### src/rtl/fejkon_identity_pkg.sv
// fejkon_identity_pkg: shared state/error encodings and the identity word-0 field layout.
package fejkon_identity_pkg;
  typedef enum logic [2:0] {
    ST_IDLE, ST_REQ0, ST_WAIT0, ST_REQ1, ST_WAIT1, ST_CHECK, ST_DONE, ST_FAIL
  } state_e;
  typedef enum logic [1:0] {ERR_NONE, ERR_MAGIC, ERR_PORTS, ERR_TIMEOUT} err_e;
  localparam logic [23:0] IDENTITY_MAGIC = 24'h010DE5;
  localparam int MAGIC_LSB = 0;
  localparam int MAGIC_MSB = 23;
  localparam int FC_LSB = 24;
  localparam int FC_MSB = 27;
  localparam int ETH_LSB = 28;
  localparam int ETH_MSB = 31;
endpackage

### src/rtl/fejkon_identity_reader_if.sv
// fejkon_identity_reader_if: Avalon-MM read-only link between identity reader and identity slave.
interface fejkon_identity_reader_if;
  logic        address;
  logic        read;
  logic        waitrequest;
  logic [31:0] readdata;
  logic        readdatavalid;
  modport master (output address, read, input waitrequest, readdata, readdatavalid);
  modport slave (input address, read, output waitrequest, readdata, readdatavalid);
endinterface

### src/rtl/fejkon_identity_reader.sv
// fejkon_identity_reader: scans the two identity words after reset or on rescan and checks them.
module fejkon_identity_reader
  import fejkon_identity_pkg::*;
#(
  parameter int unsigned TimeoutCycles  = 255,
  parameter logic [23:0] ExpectedMagic  = IDENTITY_MAGIC,
  parameter logic [3:0]  ExpectFcPorts  = 4'd0,
  parameter logic [3:0]  ExpectEthPorts = 4'd0
) (
  input  logic                            clk,
  input  logic                            reset_n,
  input  logic                            rescan,
  fejkon_identity_reader_if.master        mm,
  output logic [3:0]                      fc_ports,
  output logic [3:0]                      eth_ports,
  output logic [31:0]                     git_hash,
  output logic                            id_valid,
  output logic                            id_error,
  output logic [1:0]                      err_code,
  output logic                            busy
);
  state_e      state_q, state_d;
  err_e        err_q, err_d;
  logic [15:0] cnt_q, cnt_d;
  logic [31:0] word0_q, word0_d, word1_q, word1_d, hash_q, hash_d;
  logic [3:0]  fc_q, fc_d, eth_q, eth_d;
  logic        read_q, read_d, addr_q, addr_d;
  logic        valid_q, valid_d, error_q, error_d, busy_q, busy_d;
  logic        timeout, magic_bad, ports_bad, in_bus;
  assign timeout   = cnt_q == 16'(TimeoutCycles);
  assign magic_bad = word0_q[MAGIC_MSB:MAGIC_LSB] != ExpectedMagic;
  assign ports_bad = (ExpectFcPorts != 4'd0 && word0_q[FC_MSB:FC_LSB] != ExpectFcPorts) ||
                     (ExpectEthPorts != 4'd0 && word0_q[ETH_MSB:ETH_LSB] != ExpectEthPorts);
  assign in_bus    = state_q inside {ST_REQ0, ST_WAIT0, ST_REQ1, ST_WAIT1};
  always_comb begin
    state_d = state_q;
    err_d   = err_q;
    word0_d = word0_q;
    word1_d = word1_q;
    fc_d    = fc_q;
    eth_d   = eth_q;
    hash_d  = hash_q;
    case (state_q)
      ST_IDLE:  state_d = ST_REQ0;
      ST_REQ0:  state_d = !mm.waitrequest ? ST_WAIT0 : timeout ? ST_FAIL : ST_REQ0;
      ST_WAIT0: begin
        state_d = mm.readdatavalid ? ST_REQ1 : timeout ? ST_FAIL : ST_WAIT0;
        word0_d = mm.readdatavalid ? mm.readdata : word0_q;
      end
      ST_REQ1:  state_d = !mm.waitrequest ? ST_WAIT1 : timeout ? ST_FAIL : ST_REQ1;
      ST_WAIT1: begin
        state_d = mm.readdatavalid ? ST_CHECK : timeout ? ST_FAIL : ST_WAIT1;
        word1_d = mm.readdatavalid ? mm.readdata : word1_q;
      end
      ST_CHECK: begin
        fc_d    = word0_q[FC_MSB:FC_LSB];
        eth_d   = word0_q[ETH_MSB:ETH_LSB];
        hash_d  = word1_q;
        err_d   = magic_bad ? ERR_MAGIC : ports_bad ? ERR_PORTS : ERR_NONE;
        state_d = (magic_bad || ports_bad) ? ST_FAIL : ST_DONE;
      end
      default: begin
        state_d = rescan ? ST_REQ0 : state_q;
        err_d   = rescan ? ERR_NONE : err_q;
      end
    endcase
    err_d   = (in_bus && state_d == ST_FAIL) ? ERR_TIMEOUT : err_d;
    // counter restarts each time a new read is issued, so every word gets the full budget
    cnt_d   = (state_d inside {ST_REQ0, ST_REQ1} && state_d != state_q) ? 16'd0 :
              in_bus ? cnt_q + 16'd1 : cnt_q;
    read_d  = state_d inside {ST_REQ0, ST_REQ1};
    addr_d  = state_d inside {ST_REQ1, ST_WAIT1};
    valid_d = state_d == ST_DONE;
    error_d = state_d == ST_FAIL;
    busy_d  = state_d inside {ST_REQ0, ST_WAIT0, ST_REQ1, ST_WAIT1, ST_CHECK};
  end
  always_ff @(posedge clk or negedge reset_n) begin
    if (!reset_n) begin
      state_q <= ST_IDLE;
      err_q   <= ERR_NONE;
      cnt_q   <= '0;
      word0_q <= '0;
      word1_q <= '0;
      fc_q    <= '0;
      eth_q   <= '0;
      hash_q  <= '0;
      read_q  <= 1'b0;
      addr_q  <= 1'b0;
      valid_q <= 1'b0;
      error_q <= 1'b0;
      busy_q  <= 1'b0;
    end else begin
      state_q <= state_d;
      err_q   <= err_d;
      cnt_q   <= cnt_d;
      word0_q <= word0_d;
      word1_q <= word1_d;
      fc_q    <= fc_d;
      eth_q   <= eth_d;
      hash_q  <= hash_d;
      read_q  <= read_d;
      addr_q  <= addr_d;
      valid_q <= valid_d;
      error_q <= error_d;
      busy_q  <= busy_d;
    end
  end
  assign mm.read    = read_q;
  assign mm.address = addr_q;
  assign fc_ports   = fc_q;
  assign eth_ports  = eth_q;
  assign git_hash   = hash_q;
  assign id_valid   = valid_q;
  assign id_error   = error_q;
  assign err_code   = err_q;
  assign busy       = busy_q;
endmodule

### src/flat_wrapper.sv
// flat-port wrapper written by rule: the top's interface ports become plain ports
module fejkon_identity_reader_flat import fejkon_identity_pkg::*;
#(
  parameter int unsigned TimeoutCycles  = 255,
  parameter logic [23:0] ExpectedMagic  = IDENTITY_MAGIC,
  parameter logic [3:0]  ExpectFcPorts  = 4'd0,
  parameter logic [3:0]  ExpectEthPorts = 4'd0
)
  (clk, reset_n, rescan, fc_ports, eth_ports, git_hash, id_valid, id_error, err_code, busy, mm_address, mm_read, mm_waitrequest, mm_readdata, mm_readdatavalid);
  fejkon_identity_reader_if mm_i ();
  input  logic clk;
  input  logic reset_n;
  input  logic rescan;
  output logic [3:0] fc_ports;
  output logic [3:0] eth_ports;
  output logic [31:0] git_hash;
  output logic id_valid;
  output logic id_error;
  output logic [1:0] err_code;
  output logic busy;
  output wire logic [$bits(mm_i.address)-1:0] mm_address;
  output wire logic [$bits(mm_i.read)-1:0] mm_read;
  input wire logic [$bits(mm_i.waitrequest)-1:0] mm_waitrequest;
  input wire logic [$bits(mm_i.readdata)-1:0] mm_readdata;
  input wire logic [$bits(mm_i.readdatavalid)-1:0] mm_readdatavalid;
  assign mm_address = mm_i.address;
  assign mm_read = mm_i.read;
  assign mm_i.waitrequest = mm_waitrequest;
  assign mm_i.readdata = mm_readdata;
  assign mm_i.readdatavalid = mm_readdatavalid;
  fejkon_identity_reader #(.TimeoutCycles(TimeoutCycles), .ExpectedMagic(ExpectedMagic), .ExpectFcPorts(ExpectFcPorts), .ExpectEthPorts(ExpectEthPorts)) u_core (.clk(clk), .reset_n(reset_n), .rescan(rescan), .mm(mm_i), .fc_ports(fc_ports), .eth_ports(eth_ports), .git_hash(git_hash), .id_valid(id_valid), .id_error(id_error), .err_code(err_code), .busy(busy));
endmodule
### config.mk
export PLATFORM = sky130hd
export DESIGN_NAME = fejkon_identity_reader_flat
export DESIGN_NICKNAME = d
export VERILOG_FILES = /design/src/rtl/fejkon_identity_pkg.sv /design/src/rtl/fejkon_identity_reader_if.sv /design/src/rtl/fejkon_identity_reader.sv /design/src/flat_wrapper.sv
export SDC_FILE = /design/constraint.sdc
export NUM_CORES = 1
export LEC_CHECK = 0
export BUFFER_PORTS_ARGS = -buffer_cell sky130_fd_sc_hd__buf_2
export CAP_MARGIN = 0
export CORE_UTILIZATION = 51
export CTS_CLUSTER_SIZE = 24
export DETAILED_ROUTE_END_ITERATION = 10
export PLACE_DENSITY = 0.79
export SETUP_SLACK_MARGIN = 0.5
export SYNTH_ARGS = -nofsm -noshare
export SYNTH_HDL_FRONTEND = slang
export SYNTH_SLANG_ARGS = --single-unit
### constraint.sdc
create_clock -name clk -period 2.9 [get_ports clk]
set_clock_uncertainty 0.1 [all_clocks]
set_input_delay 0.435 -clock clk [delete_from_list [all_inputs] [get_ports clk]]
set_output_delay 0.435 -clock clk [all_outputs]
set_load 0.02 [all_outputs]
; Word level (Yosys, flattened, before mapping)
; Index checks and enable logic that the tools add are counted.
[classes]
n_addsub = 1
n_eq_ne = 16
reduce_logical = 13
n_mux = 17
[ops]
columns = operator, count
row1 = $mux W16, 2
row2 = $mux W3, 8
row3 = $ne A24 B17 Y1 const B, 1
row4 = $eq A3 B3 Y1 const B, 6
row5 = $pmux W3 S6, 1
row6 = $add A16 B1 Y16 const B, 1
row7 = $eq A16 B8 Y1 const B, 1
row8 = $eq A3 B2 Y1 const B, 4
row9 = $eq A3 B1 Y1 const B, 2
row10 = $mux W2, 3
row11 = $reduce_and A2 Y1, 3
row12 = $reduce_bool A2 Y1, 3
row13 = $reduce_bool A5 Y1, 1
row14 = $reduce_or A5 Y1, 1
row15 = $pmux W2 S2, 1
row16 = $reduce_bool A4 Y1, 1
row17 = $logic_not A3 Y1, 1
row18 = $ne A3 B3 Y1, 1
row19 = $reduce_bool A3 Y1, 1
row20 = $logic_and A1 B1 Y1, 2
row21 = $mux W1, 2
row22 = $ne A2 B1 Y1 const B, 1
[word_totals]
out_inout_bits = 47
ff_bits = 130
input_bits = 37

; Longest topological paths before layout
[depth]
word_depth = 8
depth_mapped = 9
mapped_depth_nobuf = 8

; Worst setup path before layout
; No wires, ideal clock.
[synth_timing]
kind = flip-flop to flip-flop
startpoint = reg u_core.cnt_q[9] (netlist name)
endpoint = reg u_core.word1_q[0]
setup_time_ns = 0.125
synth_period_minus_slack_ns = 2.798
t_arrival_ns = 2.573
required_ns = 2.675
path_stages_with_launch = 8
setup_slack_ns = 0.102
path_buffers = 1
cell_sequence = dfrtp_1 -> or4_1 -> or4b_4 -> a21boi_2 -> o32ai_2 -> nor3_4 -> buf_6 -> mux2_2
[synth_lines]
columns = item, line_no
row1 = "end signal, assigned", fejkon_identity_reader.sv:97  ; word1_q <= word1_d;
row2 = "end, declared", fejkon_identity_reader.sv:25  ; logic [31:0] word0_q, word0_d, word1_q, word1_d, hash_q, hash_d;

==> impl_metrics.prom <==
# TYPE chip_impl_metric gauge
chip_impl_info{name="outcome",value="finished clean"} 1
chip_impl_metric{name="synthXorXnorAreaFrac",unit="%"} 2.50
chip_impl_info{name="ys_dominant_reg_cell",value="sky130_fd_sc_hd__dfrtp_1"} 1
chip_impl_info{name="min-delay-path-class",value="in -> reg"} 1
chip_impl_metric{name="timing.critical_path.arrival",unit="ns"} 3.19
chip_impl_metric{name="antenna_found_initial",unit=""} 0
chip_impl_metric{name="fraction_of_synthesized_cell_area_taken_by_the_top_area_cell_type",unit="%"} 62.0
chip_impl_metric{name="cellPowerDensity",unit="nW/um2"} 1180
chip_impl_metric{name="post_synth_fa_ha_maj_area_fraction",unit="%"} 0.238
chip_impl_metric{name="antenna_cells",unit=""} 0
chip_impl_metric{name="area_of_the_core",unit="um2"} 9860
chip_impl_metric{name="hpwl",unit="mm"} 6.50
chip_impl_metric{name="post_synth_num_cell_types",unit=""} 44
chip_impl_metric{name="synth_compound_area_share",unit="%"} 2.67
chip_impl_info{name="synth.cells.most_frequent",value="sky130_fd_sc_hd__dfrtp_1 (130), sky130_fd_sc_hd__mux2_2 (101), sky130_fd_sc_hd__nor2_1 (27)"} 1
chip_impl_metric{name="number_of_i_o_pins",unit=""} 84
chip_impl_metric{name="synthCells",unit=""} 371
chip_impl_metric{name="path_clk_slew",unit="ns"} 0.06
chip_impl_info{name="yosys-top-cells-area",value="sky130_fd_sc_hd__dfrtp_1 (62%), sky130_fd_sc_hd__mux2_2 (22%), sky130_fd_sc_hd__nor2_1 (1.9%), sky130_fd_sc_hd__xnor2_1 (1.3%), sky130_fd_sc_hd__xor2_1 (1.2%)"} 1
chip_impl_metric{name="clock_insertion_delay_worst_skew",unit="ns"} 0.52
chip_impl_metric{name="use_met2",unit="%"} 35.9
chip_impl_metric{name="syn-num-nets",unit=""} 409
chip_impl_metric{name="groute.usage.overall",unit="%"} 22.4
chip_impl_metric{name="layout_min_cycle_time",unit="ns"} 2.89
chip_impl_info{name="grt.busiest_layer",value="met2"} 1
chip_impl_metric{name="finalCoreUtilization",unit="%"} 69.4
chip_impl_info{name="critical_path.startpoint_type",value="register"} 1
chip_impl_metric{name="regToRegSetupSlack",unit="ns"} 0.01
chip_impl_metric{name="design.die.area",unit="um2"} 10700
chip_impl_metric{name="fin_total_pwr",unit="mW"} 8.04
chip_impl_metric{name="postSynthRegisterBits",unit=""} 130
chip_impl_metric{name="postLayoutCellArea",unit="um2"} 6840
chip_impl_metric{name="dpl-instance-area",unit="um2"} 5860
chip_impl_metric{name="drc_errors",unit=""} 0
chip_impl_info{name="path_class",value="reg -> reg"} 1
chip_impl_metric{name="initial_utilization",unit="%"} 53.2
chip_impl_metric{name="static-leakage-power",unit="nW"} 3.18
chip_impl_metric{name="worst_slew_pin_tran",unit="ns"} 0.813
chip_impl_metric{name="async_reset_ff_share",unit="%"} 100
chip_impl_metric{name="grt_util_met3",unit="%"} 7.66
chip_impl_info{name="yosysMostFrequentCell",value="sky130_fd_sc_hd__dfrtp_1"} 1
chip_impl_metric{name="syn_to_final_growth",unit="%"} 30.3
chip_impl_metric{name="ant_nets",unit=""} 0
chip_impl_metric{name="first_global_vias",unit=""} 3449
chip_impl_info{name="setup.worst_path.end_class",value="register"} 1
chip_impl_metric{name="use_met1",unit="%"} 27.5
chip_impl_metric{name="firstDrtPassIters",unit=""} 5
chip_impl_metric{name="synth-warning-count",unit=""} 0
chip_impl_metric{name="number_of_nets_in_the_final_layout",unit=""} 520
chip_impl_metric{name="vdd.ir_drop.worst",unit="V"} 0.000731
chip_impl_metric{name="totalWireLength",unit="mm"} 11.5
chip_impl_metric{name="multi_input_area",unit="um2"} 2080
chip_impl_metric{name="detail_route.vias_per_cell",unit=""} 5.42
chip_impl_metric{name="register_area",unit="um2"} 3250
chip_impl_metric{name="portBuffers",unit=""} 83
chip_impl_metric{name="floorplan.rows",unit=""} 36
chip_impl_metric{name="setup_viol",unit=""} 0
chip_impl_metric{name="grt_overflow_total",unit=""} 0
chip_impl_metric{name="worstPathRequired",unit="ns"} 3.20
chip_impl_info{name="synth_top_family_by_area",value="multiplexers"} 1
chip_impl_metric{name="synth-simple-area-share",unit="%"} 7.60
chip_impl_info{name="root_buffer",value="sky130_fd_sc_hd__clkbuf_8"} 1
chip_impl_metric{name="fin_tns_setup",unit="ns"} 0
chip_impl_metric{name="ys_seq_area_share",unit="%"} 62.0
chip_impl_metric{name="grt_start_max_net_pins",unit=""} 63
chip_impl_metric{name="die_y",unit="um"} 103
chip_impl_metric{name="detail_route.iter0.violations",unit=""} 146
chip_impl_metric{name="synth-edff-count",unit=""} 0
chip_impl_info{name="grt_setup_unrepaired",value="yes"} 1
chip_impl_metric{name="max_cap_viol_count",unit=""} 0
chip_impl_metric{name="via_count",unit=""} 3405
chip_impl_metric{name="hold_viol_final",unit=""} 0
chip_impl_metric{name="dieWidth",unit="um"} 103
chip_impl_metric{name="finalCritPeriodShare",unit="%"} 99.7
chip_impl_metric{name="pre_cts_slack",unit="ns"} 0.0310
chip_impl_metric{name="fmax",unit="MHz"} 346
chip_impl_metric{name="cts_inserted_buffers",unit=""} 17
chip_impl_metric{name="cts.sinks",unit=""} 130
chip_impl_metric{name="layout.filler_cells",unit=""} 691
chip_impl_metric{name="crit_path_setup_slack_layout",unit="ns"} 0.00970
chip_impl_metric{name="htreeDepth",unit=""} 4
chip_impl_info{name="post-synth-top-area-cell",value="sky130_fd_sc_hd__dfrtp_1"} 1
chip_impl_metric{name="post_synth_mux_area_share",unit="%"} 22.7
chip_impl_metric{name="wire_per_inst",unit="um"} 18.2
chip_impl_metric{name="syn_area_per_cell",unit="um2"} 14.1
chip_impl_info{name="cts_tree",value="built"} 1
chip_impl_metric{name="drive_gt1_share",unit="%"} 54.7
chip_impl_metric{name="buffer_depth_of_the_longest_clock_path",unit=""} 2
chip_impl_metric{name="drv_slew",unit=""} 0
chip_impl_metric{name="finalWeightedCongestion",unit=""} 0.869
chip_impl_metric{name="grt_pass1_wl",unit="mm"} 17.4
chip_impl_metric{name="worst_slew_margin_rel",unit="%"} 45.8
chip_impl_metric{name="synth.cell_area",unit="um2"} 5250
chip_impl_metric{name="timing.critical_path.fanout_max",unit=""} 8
critical path, cell delays in order, from the launching register on:
cell                        delay (ns)
sky130_fd_sc_hd__dfrtp_1          0.38
sky130_fd_sc_hd__or4_1            0.54
sky130_fd_sc_hd__or4b_4           0.59
sky130_fd_sc_hd__a211o_1          0.38
sky130_fd_sc_hd__o21ai_4          0.10
sky130_fd_sc_hd__nor3_4           0.07
sky130_fd_sc_hd__buf_6            0.14
sky130_fd_sc_hd__clkbuf_16        0.17
sky130_fd_sc_hd__mux2_4           0.30
state kept, by name (all words and copies together), names as in the netlist:
register,flops
u_core.err_code,2
u_core.git_hash,32
u_core.word1_q,32
u_core.id_error,1
u_core.eth_ports,4
u_core.fc_ports,4
u_core.cnt_q,16
u_core.mm.read,1
u_core.state_q,3
u_core.id_valid,1
u_core.busy,1
u_core.word0_q,32
u_core.mm.address,1
layer usage:
metal / wire length (um) / share of wire [%] / up-vias
met3: 615 / 5.4 / 29
li1: - / - / 1530
met2: 5670 / 49 / 112
met4: 261 / 2.3 / 0
met5: 0 / 0 / -
met1: 4910 / 43 / 1734
metrics by stage:
stage | std cells | hold slack [ns]
4_1_cts | 620 | 0.0426
2_1_floorplan | 371 | 0.0394
3_5_place_dp | 578 | 0.376
3_3_place_gp | 578 | 0.367
5_1_grt | 628 | 0.0442
6_report | 628 | 0.0639
cell type report:
cell class,instances,area share [%]
sequential,130,47.5
multi-input combinational,215,30.4
tap,133,2.43
clock buffer,21,6.86
inverter,10,0.658
clock inverter,11,1.37
timing repair buffer,108,10.8
timing repair:
action,CTS,global route
pin swaps,1,16
resized for setup,8,59
setup buffers,7,6
hold buffers,1,0
endpoints found under the setup margin,54,54
hold endpoints to repair,60,0
cloned,2,2
cells in the final DEF (no fill, tap or decap), drive strengths merged, types with 3 or more instances in the layout:
cell / Yosys / final
a21oi: 4 / 4
and3: 3 / 3
buf: 4 / 105
clkbuf: 12 / 23
clkinvlp: 0 / 4
dfrtp: 130 / 130
inv: 10 / 15
mux2: 104 / 104
nand2: 9 / 9
nand3: 6 / 6
nand4: 3 / 3
nor2: 27 / 27
nor3: 7 / 7
nor4b: 3 / 3
o21ai: 5 / 5
xnor2: 8 / 8
xor2: 7 / 7
kinds of logic (layout without fill, tap and decap cells):
kind of cell / Yosys count / count (layout)
flip-flops: 130 / 130
buffers and inverters: 26 / 150
adder cells (fa/ha/maj): 1 / 1
AND/OR/NAND/NOR: 74 / 74
XOR/XNOR: 15 / 15
AO/OA/AOI/OAI: 19 / 19
multiplexers: 106 / 106
power breakdown:
part,total (mW),switching (mW),internal (mW)
sequential,3.05,0.447,2.60
combinational,3.02,1.48,1.54
clock,1.97,0.815,1.16
path summary, 6_finish.rpt:
path / startpoint / to / cells after the start
worst min register to register: u_core.fc_ports[3]$_DFFE_PN0P_ / u_core.fc_ports[3]$_DFFE_PN0P_ / 1
max in group asynchronous: reset_n / u_core.eth_ports[0]$_DFFE_PN0P_ / 3
min in group asynchronous: reset_n / u_core.git_hash[5]$_DFFE_PN0P_ / 2
worst max-delay path: u_core.cnt_q[10]$_DFFE_PN0P_ / u_core.word1_q[21]$_DFFE_PN0P_ / 8
worst min-delay path: mm_readdata[25] / u_core.word1_q[25]$_DFFE_PN0P_ / 2
worst max register to register: u_core.cnt_q[10]$_DFFE_PN0P_ / u_core.word1_q[21]$_DFFE_PN0P_ / 8
Note: power is estimated with default switching activity, not from simulation.
